[config.mk]
export PLATFORM = sky130hd
export DESIGN_NAME = cordic_vectoring_flat
export DESIGN_NICKNAME = d
export VERILOG_FILES = /design/src/rtl/cordic_vectoring_if.sv /design/src/rtl/cordic_vectoring.sv /design/src/flat_wrapper.sv
export SDC_FILE = /design/constraint.sdc
export NUM_CORES = 1
export LEC_CHECK = 0
export CORE_ASPECT_RATIO = 1.5
export CORE_MARGIN = 3
export CORE_UTILIZATION = 30
export DETAILED_ROUTE_END_ITERATION = 16
export PLACE_DENSITY_LB_ADDON = 0.05
export SETUP_SLACK_MARGIN = 0.02
export SLEW_MARGIN = 5
export SYNTH_ARGS = -nofsm -noshare
export SYNTH_HDL_FRONTEND = slang
export SYNTH_SLANG_ARGS = --single-unit
[constraint.sdc]
create_clock -name clk -period 12.97 [get_ports clk]
set_input_delay 3.891 -clock clk [delete_from_list [all_inputs] [get_ports clk]]
set_output_delay 3.891 -clock clk [all_outputs]
set_load 0.01 [all_outputs]
[src/rtl/cordic_vectoring_if.sv]
// -----------------------------------------------------------------------------
// cordic_vectoring_if
//   Operand/result bundle for the folded vectoring-mode CORDIC engine.
//
//   Handshake rule (both sides): a transfer happens on a rising clock edge
//   where valid and ready are both high. The valid side holds its payload
//   stable until that edge; ready may change freely and never depends
//   combinationally on valid of the same channel.
//
//   Signals:
//     x_in, y_in   signed Q2.19 operand pair            (source -> engine)
//     in_valid     operand pair present                 (source -> engine)
//     in_ready     engine idle and able to capture      (engine -> source)
//     angle_out    signed Q3.19 atan2(y, x), (-pi, pi]  (engine -> consumer)
//     mag_out      signed Q5.19 magnitude, >= 0         (engine -> consumer)
//     out_valid    result present, held until taken     (engine -> consumer)
//     out_ready    consumer takes the result            (consumer -> engine)
//
//   Modports: slave = engine side, master = source/consumer side.
// -----------------------------------------------------------------------------
interface cordic_vectoring_if #(
    parameter int WORD_LENGTH = 21
) ();
    logic signed [WORD_LENGTH-1:0] x_in;
    logic signed [WORD_LENGTH-1:0] y_in;
    logic                          in_valid;
    logic                          in_ready;
    logic signed [WORD_LENGTH:0]   angle_out;
    logic signed [WORD_LENGTH+2:0] mag_out;
    logic                          out_valid;
    logic                          out_ready;

    modport slave (
        input  x_in,
        input  y_in,
        input  in_valid,
        input  out_ready,
        output in_ready,
        output angle_out,
        output mag_out,
        output out_valid
    );

    modport master (
        output x_in,
        output y_in,
        output in_valid,
        output out_ready,
        input  in_ready,
        input  angle_out,
        input  mag_out,
        input  out_valid
    );
endinterface

[src/rtl/cordic_vectoring.sv]
// -----------------------------------------------------------------------------
// cordic_vectoring
//   Folded CORDIC engine in vectoring mode: one add/shift stage reused for
//   N_ITERATIONS cycles drives y toward zero, leaving atan2(y, x) in z and
//   K*|v| in x.
//
//   Optional feature macro: CORDIC_VEC_GAIN_COMP_EN
//     defined   -> extra COMP cycle multiplies x by 1/K (318375, Q0.19)
//     undefined -> mag_out carries the CORDIC gain K ~= 1.64676
//
//   Ports:
//     clk          rising-edge clock
//     rst          asynchronous active-low reset
//     bus          cordic_vectoring_if.slave (operands, results, handshakes)
//     o_dbg_state  current FSM state encoding
//     o_dbg_iter   current micro-rotation index
// -----------------------------------------------------------------------------
module cordic_vectoring #(
    parameter int WORD_LENGTH  = 21,
    parameter int N_ITERATIONS = 17
) (
    input  logic                                clk,
    input  logic                                rst,
    cordic_vectoring_if.slave                   bus,
    output logic [1:0]                          o_dbg_state,
    output logic [$clog2(N_ITERATIONS+1)-1:0]   o_dbg_iter
);
    localparam int XW = WORD_LENGTH + 3;    // x/y datapath with guard bits
    localparam int ZW = WORD_LENGTH + 1;    // angle accumulator
    localparam int IW = $clog2(N_ITERATIONS + 1);
    localparam logic signed [ZW-1:0] HALF_PI = ZW'(823550);

    typedef enum logic [1:0] {
        S_IDLE = 2'd0,
        S_ITER = 2'd1,
`ifdef CORDIC_VEC_GAIN_COMP_EN
        S_COMP = 2'd2,
`endif
        S_DONE = 2'd3
    } state_t;

    // round(atan(2^-i) * 2^19)
    function automatic int atan_lut(input int idx);
        case (idx)
            0:       return 411775;
            1:       return 243085;
            2:       return 128439;
            3:       return 65198;
            4:       return 32725;
            5:       return 16379;
            6:       return 8191;
            7:       return 4096;
            8:       return 2048;
            9:       return 1024;
            10:      return 512;
            11:      return 256;
            12:      return 128;
            13:      return 64;
            14:      return 32;
            15:      return 16;
            16:      return 8;
            17:      return 4;
            18:      return 2;
            19:      return 1;
            default: return 0;
        endcase
    endfunction

    state_t                 r_state;
    state_t                 w_next_state;
    logic signed [XW-1:0]   r_x;
    logic signed [XW-1:0]   r_y;
    logic signed [ZW-1:0]   r_z;
    logic [IW-1:0]          r_iter;
    logic                   r_zero;
    logic signed [ZW-1:0]   r_angle;
    logic signed [XW-1:0]   r_mag;

    logic signed [XW-1:0]   w_x_ext;
    logic signed [XW-1:0]   w_y_ext;
    logic signed [XW-1:0]   w_x0;
    logic signed [XW-1:0]   w_y0;
    logic signed [ZW-1:0]   w_z0;
    logic signed [XW-1:0]   w_x_sh;
    logic signed [XW-1:0]   w_y_sh;
    logic signed [ZW-1:0]   w_alpha;
    logic signed [XW-1:0]   w_x_nx;
    logic signed [XW-1:0]   w_y_nx;
    logic signed [ZW-1:0]   w_z_nx;
    logic                   w_last;
    logic                   w_in_ready;
    logic                   w_out_valid;

    // Pre-rotation folds left-half-plane operands into the right half plane
    // by +/-90 degrees so the micro-rotations only need to cover +/-99.9 deg.
    always_comb begin
        w_x_ext = {{3{bus.x_in[WORD_LENGTH-1]}}, bus.x_in};
        w_y_ext = {{3{bus.y_in[WORD_LENGTH-1]}}, bus.y_in};
        w_x0    = w_x_ext;
        w_y0    = w_y_ext;
        w_z0    = '0;
        if (w_x_ext[XW-1]) begin
            if (!w_y_ext[XW-1]) begin
                w_x0 = w_y_ext;
                w_y0 = -w_x_ext;
                w_z0 = HALF_PI;
            end else begin
                w_x0 = -w_y_ext;
                w_y0 = w_x_ext;
                w_z0 = -HALF_PI;
            end
        end
    end

    // Shared micro-rotation stage; all right-hand sides use pre-update values.
    always_comb begin
        w_x_sh  = r_x >>> r_iter;
        w_y_sh  = r_y >>> r_iter;
        w_alpha = ZW'(atan_lut(int'(r_iter)));
        if (!r_y[XW-1]) begin
            w_x_nx = r_x + w_y_sh;
            w_y_nx = r_y - w_x_sh;
            w_z_nx = r_z + w_alpha;
        end else begin
            w_x_nx = r_x - w_y_sh;
            w_y_nx = r_y + w_x_sh;
            w_z_nx = r_z - w_alpha;
        end
    end

    // Index N is a write-back slot: rotations ran at 0..N-1, so this cycle
    // only moves the settled accumulators toward the output registers.
    assign w_last = (r_iter == IW'(N_ITERATIONS));

`ifdef CORDIC_VEC_GAIN_COMP_EN
    localparam logic [18:0] INV_K = 19'd318375;
    logic signed [XW+18:0]  w_x_wide;
    logic signed [XW+18:0]  w_prod;
    logic signed [XW-1:0]   w_mag_comp;

    // x * 1/K as a constant shift-add, then truncated back to Q.19.
    always_comb begin
        w_x_wide = {{19{r_x[XW-1]}}, r_x};
        w_prod   = '0;
        for (int k = 0; k < 19; k++) begin
            if (INV_K[k]) begin
                w_prod = w_prod + (w_x_wide <<< k);
            end
        end
        w_mag_comp = XW'(w_prod >>> 19);
    end
`endif

    // FSM next-state and handshake outputs.
    always_comb begin
        w_next_state = r_state;
        w_in_ready   = 1'b0;
        w_out_valid  = 1'b0;
        case (r_state)
            S_IDLE: begin
                w_in_ready = 1'b1;
                if (bus.in_valid) begin
                    w_next_state = S_ITER;
                end
            end
            S_ITER: begin
                if (w_last) begin
`ifdef CORDIC_VEC_GAIN_COMP_EN
                    w_next_state = S_COMP;
`else
                    w_next_state = S_DONE;
`endif
                end
            end
`ifdef CORDIC_VEC_GAIN_COMP_EN
            S_COMP: begin
                w_next_state = S_DONE;
            end
`endif
            S_DONE: begin
                w_out_valid = 1'b1;
                if (bus.out_ready) begin
                    w_next_state = S_IDLE;
                end
            end
            default: begin
                w_next_state = S_IDLE;
            end
        endcase
    end

    always_ff @(posedge clk or negedge rst) begin
        if (!rst) begin
            r_state <= S_IDLE;
        end else begin
            r_state <= w_next_state;
        end
    end

    // Datapath and output registers. The all-zero operand is flagged at
    // capture because the y>=0 branch would otherwise sum the whole LUT into z.
    always_ff @(posedge clk or negedge rst) begin
        if (!rst) begin
            r_x     <= '0;
            r_y     <= '0;
            r_z     <= '0;
            r_iter  <= '0;
            r_zero  <= 1'b0;
            r_angle <= '0;
            r_mag   <= '0;
        end else begin
            case (r_state)
                S_IDLE: begin
                    if (bus.in_valid) begin
                        r_x    <= w_x0;
                        r_y    <= w_y0;
                        r_z    <= w_z0;
                        r_iter <= '0;
                        r_zero <= (bus.x_in == '0) && (bus.y_in == '0);
                    end
                end
                S_ITER: begin
                    if (!w_last) begin
                        r_x    <= w_x_nx;
                        r_y    <= w_y_nx;
                        r_z    <= w_z_nx;
                        r_iter <= r_iter + IW'(1);
                    end
`ifndef CORDIC_VEC_GAIN_COMP_EN
                    else begin
                        r_angle <= r_zero ? '0 : r_z;
                        r_mag   <= r_zero ? '0 : r_x;
                    end
`endif
                end
`ifdef CORDIC_VEC_GAIN_COMP_EN
                S_COMP: begin
                    r_angle <= r_zero ? '0 : r_z;
                    r_mag   <= r_zero ? '0 : w_mag_comp;
                end
`endif
                default: begin
                end
            endcase
        end
    end

    assign bus.in_ready  = w_in_ready;
    assign bus.out_valid = w_out_valid;
    assign bus.angle_out = r_angle;
    assign bus.mag_out   = r_mag;
    assign o_dbg_state   = r_state;
    assign o_dbg_iter    = r_iter;

endmodule

[src/flat_wrapper.sv]
// flat-port wrapper written by rule: the top's interface ports become plain ports
module cordic_vectoring_flat 
#(
    parameter int WORD_LENGTH  = 21,
    parameter int N_ITERATIONS = 17
)
  (clk, rst, o_dbg_state, o_dbg_iter, bus_x_in, bus_y_in, bus_in_valid, bus_out_ready, bus_in_ready, bus_angle_out, bus_mag_out, bus_out_valid);
  cordic_vectoring_if #(.WORD_LENGTH(WORD_LENGTH)) bus_i ();
  input  logic clk;
  input  logic rst;
  output logic [1:0] o_dbg_state;
  output logic [$clog2(N_ITERATIONS+1)-1:0] o_dbg_iter;
  input wire logic [$bits(bus_i.x_in)-1:0] bus_x_in;
  input wire logic [$bits(bus_i.y_in)-1:0] bus_y_in;
  input wire logic [$bits(bus_i.in_valid)-1:0] bus_in_valid;
  input wire logic [$bits(bus_i.out_ready)-1:0] bus_out_ready;
  output wire logic [$bits(bus_i.in_ready)-1:0] bus_in_ready;
  output wire logic [$bits(bus_i.angle_out)-1:0] bus_angle_out;
  output wire logic [$bits(bus_i.mag_out)-1:0] bus_mag_out;
  output wire logic [$bits(bus_i.out_valid)-1:0] bus_out_valid;
  assign bus_i.x_in = bus_x_in;
  assign bus_i.y_in = bus_y_in;
  assign bus_i.in_valid = bus_in_valid;
  assign bus_i.out_ready = bus_out_ready;
  assign bus_in_ready = bus_i.in_ready;
  assign bus_angle_out = bus_i.angle_out;
  assign bus_mag_out = bus_i.mag_out;
  assign bus_out_valid = bus_i.out_valid;
  cordic_vectoring #(.WORD_LENGTH(WORD_LENGTH), .N_ITERATIONS(N_ITERATIONS)) u_core (.clk(clk), .rst(rst), .bus(bus_i), .o_dbg_state(o_dbg_state), .o_dbg_iter(o_dbg_iter));
endmodule
Yosys cells after proc, flatten, opt, wreduce, memory -nomap -nowiden:

Memory sizes are Yosys's and may differ from the RTL's.
Cells that the tools add are included.

* register bits: 124
* memory bits (read-only): 608
* input port bits: 46
* output and inout port bits: 55
* logic and storage cells: 65
* memories: 1

Memories
* (no name shown): words 32, width 19, rd ports 1, clocked after Yosys merged registers in 0, write ports 0, line cordic_vectoring.sv:44 `case (idx)`

* add/sub/neg operators: 9
* equality and inequality tests: 7
* shift-type cells: 2
* mux-type cells: 29
* reduce and logical (&&, ||, !) cells: 9

Operator list (count)
* 24-bit 2-to-1 mux: 11
* 22-bit 2-to-1 mux: 6
* 24-bit one-hot mux with 2 select lines: 2
* 24-bit adder: 2
* 21-bit negation with 24-bit output: 2
* 24-bit by 5-bit >>> shifter with 24-bit output: 2
* 24-bit subtractor: 2
* 22-bit one-hot mux with 2 select lines: 1
* 21-bit zero test: 2
* 22-bit adder: 1
* 22-bit subtractor: 1
* 5-bit 2-to-1 mux: 2
* 5-bit one-hot mux with 2 select lines: 1
* 2-bit 2-to-1 mux: 3
* 2-bit inequality test, second input constant: 3
* 2-bit one-hot mux with 3 select lines: 1
* 3-bit AND reduction: 2
* 5-bit by 1-bit adder with 5-bit output, second input constant: 1
* 5-bit equality test, second input constant: 1
* 2-bit AND reduction: 2
* 2-bit by 1-bit equality test with 1-bit output, second input constant: 1
* 2-bit equality test, second input constant: 1
* 2-bit zero test: 1
* 1-bit 2-to-1 mux: 2
* other kinds (3): 3

Depth between registers and ports, before layout:

Gate-level depths: netlist of the first run.

* word-level depth: 5
* gate-level depth with buffers: 28
* gate-level depth less buffers: 25

Worst setup path after synthesis of the first run:

Ideal clock, no wire load.

* path kind: input-to-reg
* start: input port bus_y_in[7]
* end: register u_core.r_x[19]
* setup time: 137 ps
* data arrival time: 6195 ps
* data required time: 12833 ps
* path slack: 6638 ps
* stages: 10
* buffers on the path: 0
* cells stage by stage: or4_1 > or4_1 > or3_1 > o41ai_2 > nand2_1 > xor2_1 > mux2i_1 > nor2_1 > a21oi_1 > a21oi_1

* longest elaborated chain between the ends: 5

RTL lines
* start, declared: line flat_wrapper.sv:14 `input wire logic [$bits(bus_i.y_in)-1:0] bus_y_in;`
* 21-bit negation with 24-bit output: line cordic_vectoring.sv:108 `w_x0 = -w_y_ext;`
* 24-bit 2-to-1 mux: line cordic_vectoring.sv:103 `if (!w_y_ext[XW-1]) begin`
* 24-bit 2-to-1 mux: line cordic_vectoring.sv:102 `if (w_x_ext[XW-1]) begin`
* 24-bit 2-to-1 mux: line cordic_vectoring.sv:214 `if (bus.in_valid) begin`
* 24-bit one-hot mux with 2 select lines: line cordic_vectoring.sv:212 `case (r_state)`
* end signal, assigned: line cordic_vectoring.sv:215 `r_x <= w_x0;`
* end signal, assigned: line cordic_vectoring.sv:224 `r_x <= w_x_nx;`
* end, declared: line cordic_vectoring.sv:71 `logic signed [XW-1:0] r_x;`

Every way passes these cells. The select of a mux whose other input is x is not followed.
A chain may end at the register's enable or synchronous reset.

Worst setup path in the final report of the first run:

* start: register u_core.r_iter[0], in the netlist u_core.o_dbg_iter[0]
* end: register u_core.r_x[23]

* longest elaborated chain between the ends: 5
* elaborated cells on any way between the ends: 9
* those cells by class: add/sub (2); eq/ne (2); shift (1); mux (3); reduce/logical (1)

RTL lines
* start, declared: line cordic_vectoring.sv:74 `logic [IW-1:0] r_iter;`
* start signal, assigned: line cordic_vectoring.sv:227 `r_iter <= r_iter + IW'(1);`
* 24-bit by 5-bit >>> shifter with 24-bit output: line cordic_vectoring.sv:118 `w_y_sh = r_y >>> r_iter;`
* 24-bit adder or 24-bit subtractor (tied branches): line cordic_vectoring.sv:121, cordic_vectoring.sv:125
* 24-bit 2-to-1 mux: line cordic_vectoring.sv:120 `if (!r_y[XW-1]) begin`
* 24-bit 2-to-1 mux: line cordic_vectoring.sv:223 `if (!w_last) begin`
* 24-bit one-hot mux with 2 select lines: line cordic_vectoring.sv:212

Several ways; a longest one is shown, not always the timed one. The select of a mux whose other input is x is not followed.

==> flow_summary_export.csv, run 1 <==
group,metric,value,unit
outcome,status,"completed",
timing,finalSetupViolCount,0,
global_routing,met3_usage,0.02351,
cts,clockRootBuffer,"clkbuf_16",
synthesis,synth_cell_types,99,
cts,clk_pin_slew,0.08,ns
drt,wirelength,60.33,mm
timing,rsz0062_at_grt,"no",
timing,period_share,0.5583,
synthesis,yosysWarnings,0,
global_routing,antenna_found_initial,0,
drt,route.detailed.drc,0,
global_routing,grt_pass1_wl,90.20,mm
drt,drt-initial-drc-count,937,
layout,syn2layout_area_growth,13.68,%
layout,layout-drive-gt1-share,0.09866,
synthesis,synth_nets,1960,
timing,clock_skew,0.01693,ns
cts,post_cts_resize_count,0,
floorplanning,die_y,277.5,um
timing,fin_crit,7.241,ns
synthesis,netlist_area,0.01474,mm^2
synthesis,async_reset_ff_frac,1.000,
global_routing,globalRoute.busiestLayer,"met2",
global_routing,grt_max_degree,94,
global_routing,met1_usage,0.2571,
cts,htreeDepth,4,
run,maxCapViolations,0,
synthesis,synth-edff-count,0,
global_routing,track_usage,0.2283,
synthesis,synthCells,1822,
critical_path,crit_path_max_fanout,61,
floorplanning,core_area,0.04807,mm^2
critical_path,cp.arrival,7.58,ns
layout,nFillCells,5194,
cts,cts_made_buffers,17,
layout,antenna_cells,0,
min_path,holdCritPathClass,"reg2reg",
floorplanning,pin_count,101,
placed_design,gp_congestion,0.9264,
global_routing,grt_util_met2,0.4187,
timing,max-slew-margin-rel,0.2747,
synthesis,seq_area_frac_synth,0.2105,
timing,final_max_slew_viol_count,0,
cts,post-cts-setup-buffers,0,
drt,viasPerCell,5.610,
floorplanning,die_w,187.0,um
synthesis,synth_area_leader_cell,"dfrtp_1",
placed_design,post-dp-hpwl,45.62,mm
cts,cts_tree,"done",
timing,fmax,138.1,MHz
synthesis,synth_flop_cell,"dfrtp_1",
drt,drtAntennaViolNets,0,
synthesis,yosys.cell_count.top_type,"nor2_1",
synthesis,yosys-top-cells-area,"dfrtp_1, ha_1, mux4_2",
critical_path,path_class,"reg2reg",
placed_design,pre_cts_ws,5.389,ns
timing,tightest_slew,1.081,ns
critical_path,cp_data_required_time,13.31,ns
placed_design,portBuffers,100,
critical_path,start_kind,"flip-flop",
floorplanning,start_util,0.3066,
synthesis,synth_top_area_frac,0.2105,
synthesis,yosys_register_bits,124,
critical_path,end_kind,"flip-flop",
synthesis,syn_avg_cell_area,8.090,um^2
global_routing,grt_overflow,0,
cts,cts_hold_buf,0,
timing,hold_viol,0,
drt,first_pass_iters,5,
cts,clkSinkCount,124,
synthesis,ys_top_cells_by_count,"nor2_1, a21oi_1, nand2_1",
timing,setup_ws,5.729,ns
timing,fin_tns_setup,0,ns
cts,cts_buffer_depth,2,
drt,wl_per_cell,23.99,um
drt,num_vias,14110,
floorplanning,core.rowCount,98,
floorplanning,dieArea,0.05188,mm^2
cts,clock_latency,0.46,ns
layout,finalNetCount,1990,
global_routing,grt_pass1_vias,13830,
[per-layer routing]
| layer | wire [um] | up-vias | share of wire |
|---|---|---|---|
| met4 | 3555 | 0 | 0.059 |
| met1 | 23380 | 6905 | 0.39 |
| met5 | 0 | - | 0 |
| met3 | 1726 | 85 | 0.029 |
| met2 | 31670 | 342 | 0.52 |
| li1 | - | 6778 | - |
[worst max-delay path: stages (launching register included)]
cell and delay (ns):
dfrtp_4 0.65, buf_4 0.74, mux2_1 0.45, mux4_2 0.54
a22o_1 0.30, nor3_1 0.33, ha_1 0.21, and3b_1 0.27
nand2_1 0.08, o21a_1 0.22, nor3_1 0.14, a21oi_1 0.06
o221a_2 0.30, ha_1 0.35, a21oi_1 0.15, o21ai_0 0.15
o41a_1 0.37, a21oi_1 0.21, a21oi_1 0.09, a2111oi_0 0.74
a21oi_1 0.20, xnor2_1 0.21, o21ai_0 0.10, a22o_1 0.21
[metrics by stage]
| stage | util | cells | area, um^2 | hold slack [ns] |
|---|---|---|---|---|
| 6_report | 0.3486 | 2515 | 16750 | 0.4775 |
| 5_1_grt | 0.3486 | 2515 | 16750 | 0.5086 |
| 4_1_cts | 0.3486 | 2515 | 16750 | 0.4853 |
| 3_5_place_dp | 0.3363 | 2483 | 16160 | 0.4690 |
| 3_3_place_gp | 0.3363 | 2483 | 16160 | 0.4630 |
| 2_1_floorplan | - | 1822 | 14740 | 0.4688 |
[path summary, 6_finish.rpt]
path	startpoint	endpoint	slack (ns)	depth (start not counted)
min in group asynchronous	rst	u_core.bus.angle_out[17]	3.48	1
min	u_core.bus.angle_out[17]	u_core.bus.angle_out[17]	0.48	2
max reg2reg	u_core.o_dbg_iter[0]	u_core.r_x[23]	5.73	23
max in group asynchronous	rst	u_core.r_y[23]	8.16	2
min reg2reg	u_core.bus.angle_out[17]	u_core.bus.angle_out[17]	0.48	2
max	u_core.o_dbg_iter[0]	u_core.r_x[23]	5.73	23
[flip-flops by register name, summed over array words and instances (netlist names)]
name	flops
u_core.bus.mag_out	24
u_core.r_x	24
u_core.r_y	24
u_core.bus.angle_out	22
u_core.r_z	22
u_core.o_dbg_iter	5
u_core.o_dbg_state	2
u_core.r_zero	1
[placed cells by master, fill, tap and decap left out, types with 25 or more instances in the layout]
cell             count
nor2_1             209
a21oi_1            195
nand2_1            175
o21ai_0            131
dfrtp_1            117
clkdlybuf4s50_1     98
ha_1                89
xnor2_1             78
nand2b_1            64
xor2_1              55
mux4_2              44
a211oi_1            43
inv_1               42
nor3_1              32
mux2i_1             30
mux2_2              29
buf_4               27
a21o_1              25
[cells by family after synthesis]
family,share of synthesized area
compound gates,0.2500
xor+xnor,0.08014
fa+ha+maj,0.07963
buf+inv,0.05331
flops,0.2105
mux,0.1264
simple gates,0.2000
[layout make-up]
cell class / count / area [um^2] / share of cell area
tap: 650 / 813.3 / 0.04854
multi-input combinational: 1537 / 10870 / 0.6486
clock inverter: 15 / 165.2 / 0.009857
sequential: 124 / 3114 / 0.1859
inverter: 45 / 168.9 / 0.01008
timing repair buffer: 127 / 1200 / 0.07162
clock buffer: 17 / 425.4 / 0.02539
Power of run 1 is left out: the tool's default activity adds up to more than one toggle a clock period on the data nets, which glitch-free logic cannot reach.
==> run 2, diff against run 1 <==
==> constraint.sdc (replaced) <==
create_clock -name clk -period 6.7 [get_ports clk]
set_input_delay 2.01 -clock clk [delete_from_list [all_inputs] [get_ports clk]]
set_output_delay 2.01 -clock clk [all_outputs]
set_load 0.01 [all_outputs]
==> run 2 against run 1 <==
Via count rose by 0.55%. Cell count rose by 1.7%. Clock-buffer cell count did not move. Clock skew is essentially flat. Worst setup slack lost 5.2 ns. Global-route usage up 0.34 points. Critical path depth rose by 2. Critical path type unchanged. Highest routed layer unchanged.
==> flow_summary_export.csv, run 2 (same netlist as run 1, synthesis figures left out) <==
group,metric,value,unit
layout,mostFrequentLayoutCell,"nor2_1",
critical_path,cp_data_required_time,7.04,ns
critical_path,crit_path_max_fanout,18,
cts,clk_pin_slew,0.07,ns
global_routing,grt_overflow,0,
drt,viasPerCell,5.548,
floorplanning,die_w,187.0,um
placed_design,gp_congestion,0.9406,
global_routing,antenna_found_initial,0,
timing,fin_crit,6.136,ns
global_routing,grt_pass1_vias,14210,
outcome,status,"completed",
floorplanning,core.rowCount,98,
cts,cts_hold_buf,0,
drt,first_pass_iters,6,
timing,final_max_slew_viol_count,0,
drt,route.detailed.drc,0,
critical_path,path_class,"reg2reg",
placed_design,portBuffers,100,
cts,cts_buffer_depth,2,
drt,drtAntennaViolNets,0,
layout,finalNetCount,2032,
timing,max-slew-margin-rel,0.3166,
timing,fin_tns_setup,0,ns
drt,wirelength,61.10,mm
cts,cts_tree,"done",
drt,wl_met2,32.76,mm
placed_design,post-dp-hpwl,47.71,mm
layout,antenna_cells,0,
drt,top_layer,"met4",
global_routing,grt_pass1_wl,91.46,mm
timing,rsz0062_at_grt,"no",
layout,mostFrequentLayoutCells,"nor2_1, a21oi_1, nand2_1",
floorplanning,start_util,0.3066,
run,maxCapViolations,0,
timing,finalSetupViolCount,0,
drt,wl_met1,22.97,mm
timing,period_share,0.9158,
timing,hold_viol,0,
critical_path,start_kind,"flip-flop",
global_routing,grt_max_degree,94,
timing,fmax,163.0,MHz
critical_path,crit_path_frequent_cell,"a21oi_1",
min_path,holdCritPathClass,"reg2reg",
floorplanning,core_area,0.04807,mm^2
timing,tightest_slew,1.019,ns
critical_path,cp_slowest_cell,"dfrtp_4",
global_routing,track_usage,0.2317,
critical_path,end_kind,"flip-flop",
floorplanning,dieArea,0.05188,mm^2
floorplanning,die_y,277.5,um
drt,wl_per_cell,23.90,um
layout,layout-drive-gt1-share,0.1180,
cts,clkSinkCount,124,
cts,cts_made_buffers,17,
floorplanning,pin_count,101,
drt,drt-initial-drc-count,873,
layout,syn2layout_area_growth,16.07,%
layout,nFillCells,5111,
critical_path,cp.arrival,6.48,ns
drt,num_vias,14190,
drt,dr_wl_met3,1.691,mm
cts,clockRootBuffer,"clkbuf_16",
cts,clock_latency,0.46,ns
cts,htreeDepth,4,
timing,clock_skew,0.01687,ns
critical_path,slowest_delay,0.65,ns
run 2: changes by cell type in the layout (fill, tap and decap cells not counted):
| cell | before | now |
|---|---|---|
| buf_4 | 27 | 67 |
| clkinv_4 | 0 | 2 |
| dfrtp_2 | 6 | 4 |
| inv_6 | 6 | 4 |
| buf_12 | 0 | 1 |
| buf_16 | 0 | 1 |
| clkinvlp_4 | 2 | 1 |
| dfrtp_1 | 117 | 118 |
| dfrtp_4 | 1 | 2 |
| inv_8 | 6 | 7 |
run 2: path summary, 6_finish.rpt:
path	to	cells past startpoint	startpoint	slack (ns)
setup reg to reg	u_core.r_x[23]	25	u_core.o_dbg_iter[0]	0.56
hold / removal	u_core.bus.angle_out[16]	2	u_core.bus.angle_out[16]	0.48
max in group asynchronous	u_core.r_y[19]	2	rst	4.11
min in group asynchronous	u_core.bus.angle_out[17]	1	rst	1.52
hold reg to reg	u_core.bus.angle_out[16]	2	u_core.bus.angle_out[16]	0.48
setup / recovery	u_core.r_x[23]	25	u_core.o_dbg_iter[0]	0.56
run 2: repair_timing:
item                       in CTS  in global routing
setup buffers                   0                  1
resized for setup               0                  1
setup endpoints to repair       0                  3
run 2: area by class of cell:
cell class	count	area (um^2)	area share
Clock buffer	17	425.4	0.02487
Clock inverter	15	168.9	0.009873
Inverter	45	168.9	0.009873
Multi-Input combinational cell	1537	10870	0.6353
Sequential cell	124	3115	0.1821
Tap cell	650	813.3	0.04754
Timing Repair Buffer	169	1548	0.09047
run 2: worst max-delay path, delay by kind of cell, from the launching register on:
family | cells | cell delay, ns
multiplexers | 2 | 0.83
adder cells (fa/ha/maj) | 2 | 0.48
flip-flops | 1 | 0.65
buffers and inverters | 4 | 0.75
AO/OA/AOI/OAI | 13 | 2.66
AND/OR/NAND/NOR | 3 | 0.48
XOR/XNOR | 1 | 0.17
run 2: per-stage QoR:
stage	setup slack, ns	utilization	hold WS (ns)	area (um^2)	std cells
after global routing	0.07382	0.3559	0.5021	17110	2557
after detailed placement	0.4265	0.3429	0.4691	16480	2524
after floorplan	0.9537	-	0.4688	14740	1822
final	0.5644	0.3559	0.4761	17110	2557
after global placement	0.5199	0.3429	0.4610	16480	2524
after CTS	0.4094	0.3553	0.4844	17080	2556
run 2: metal layers:
layer / global-route usage / vias to the layer above
met5: 0 / -
met1: 0.2504 / 6887
met3: 0.02061 / 101
met4: 0.1273 / 0
met2: 0.4408 / 348
li1: - / 6851
Power of run 2 is left out for the same reason.
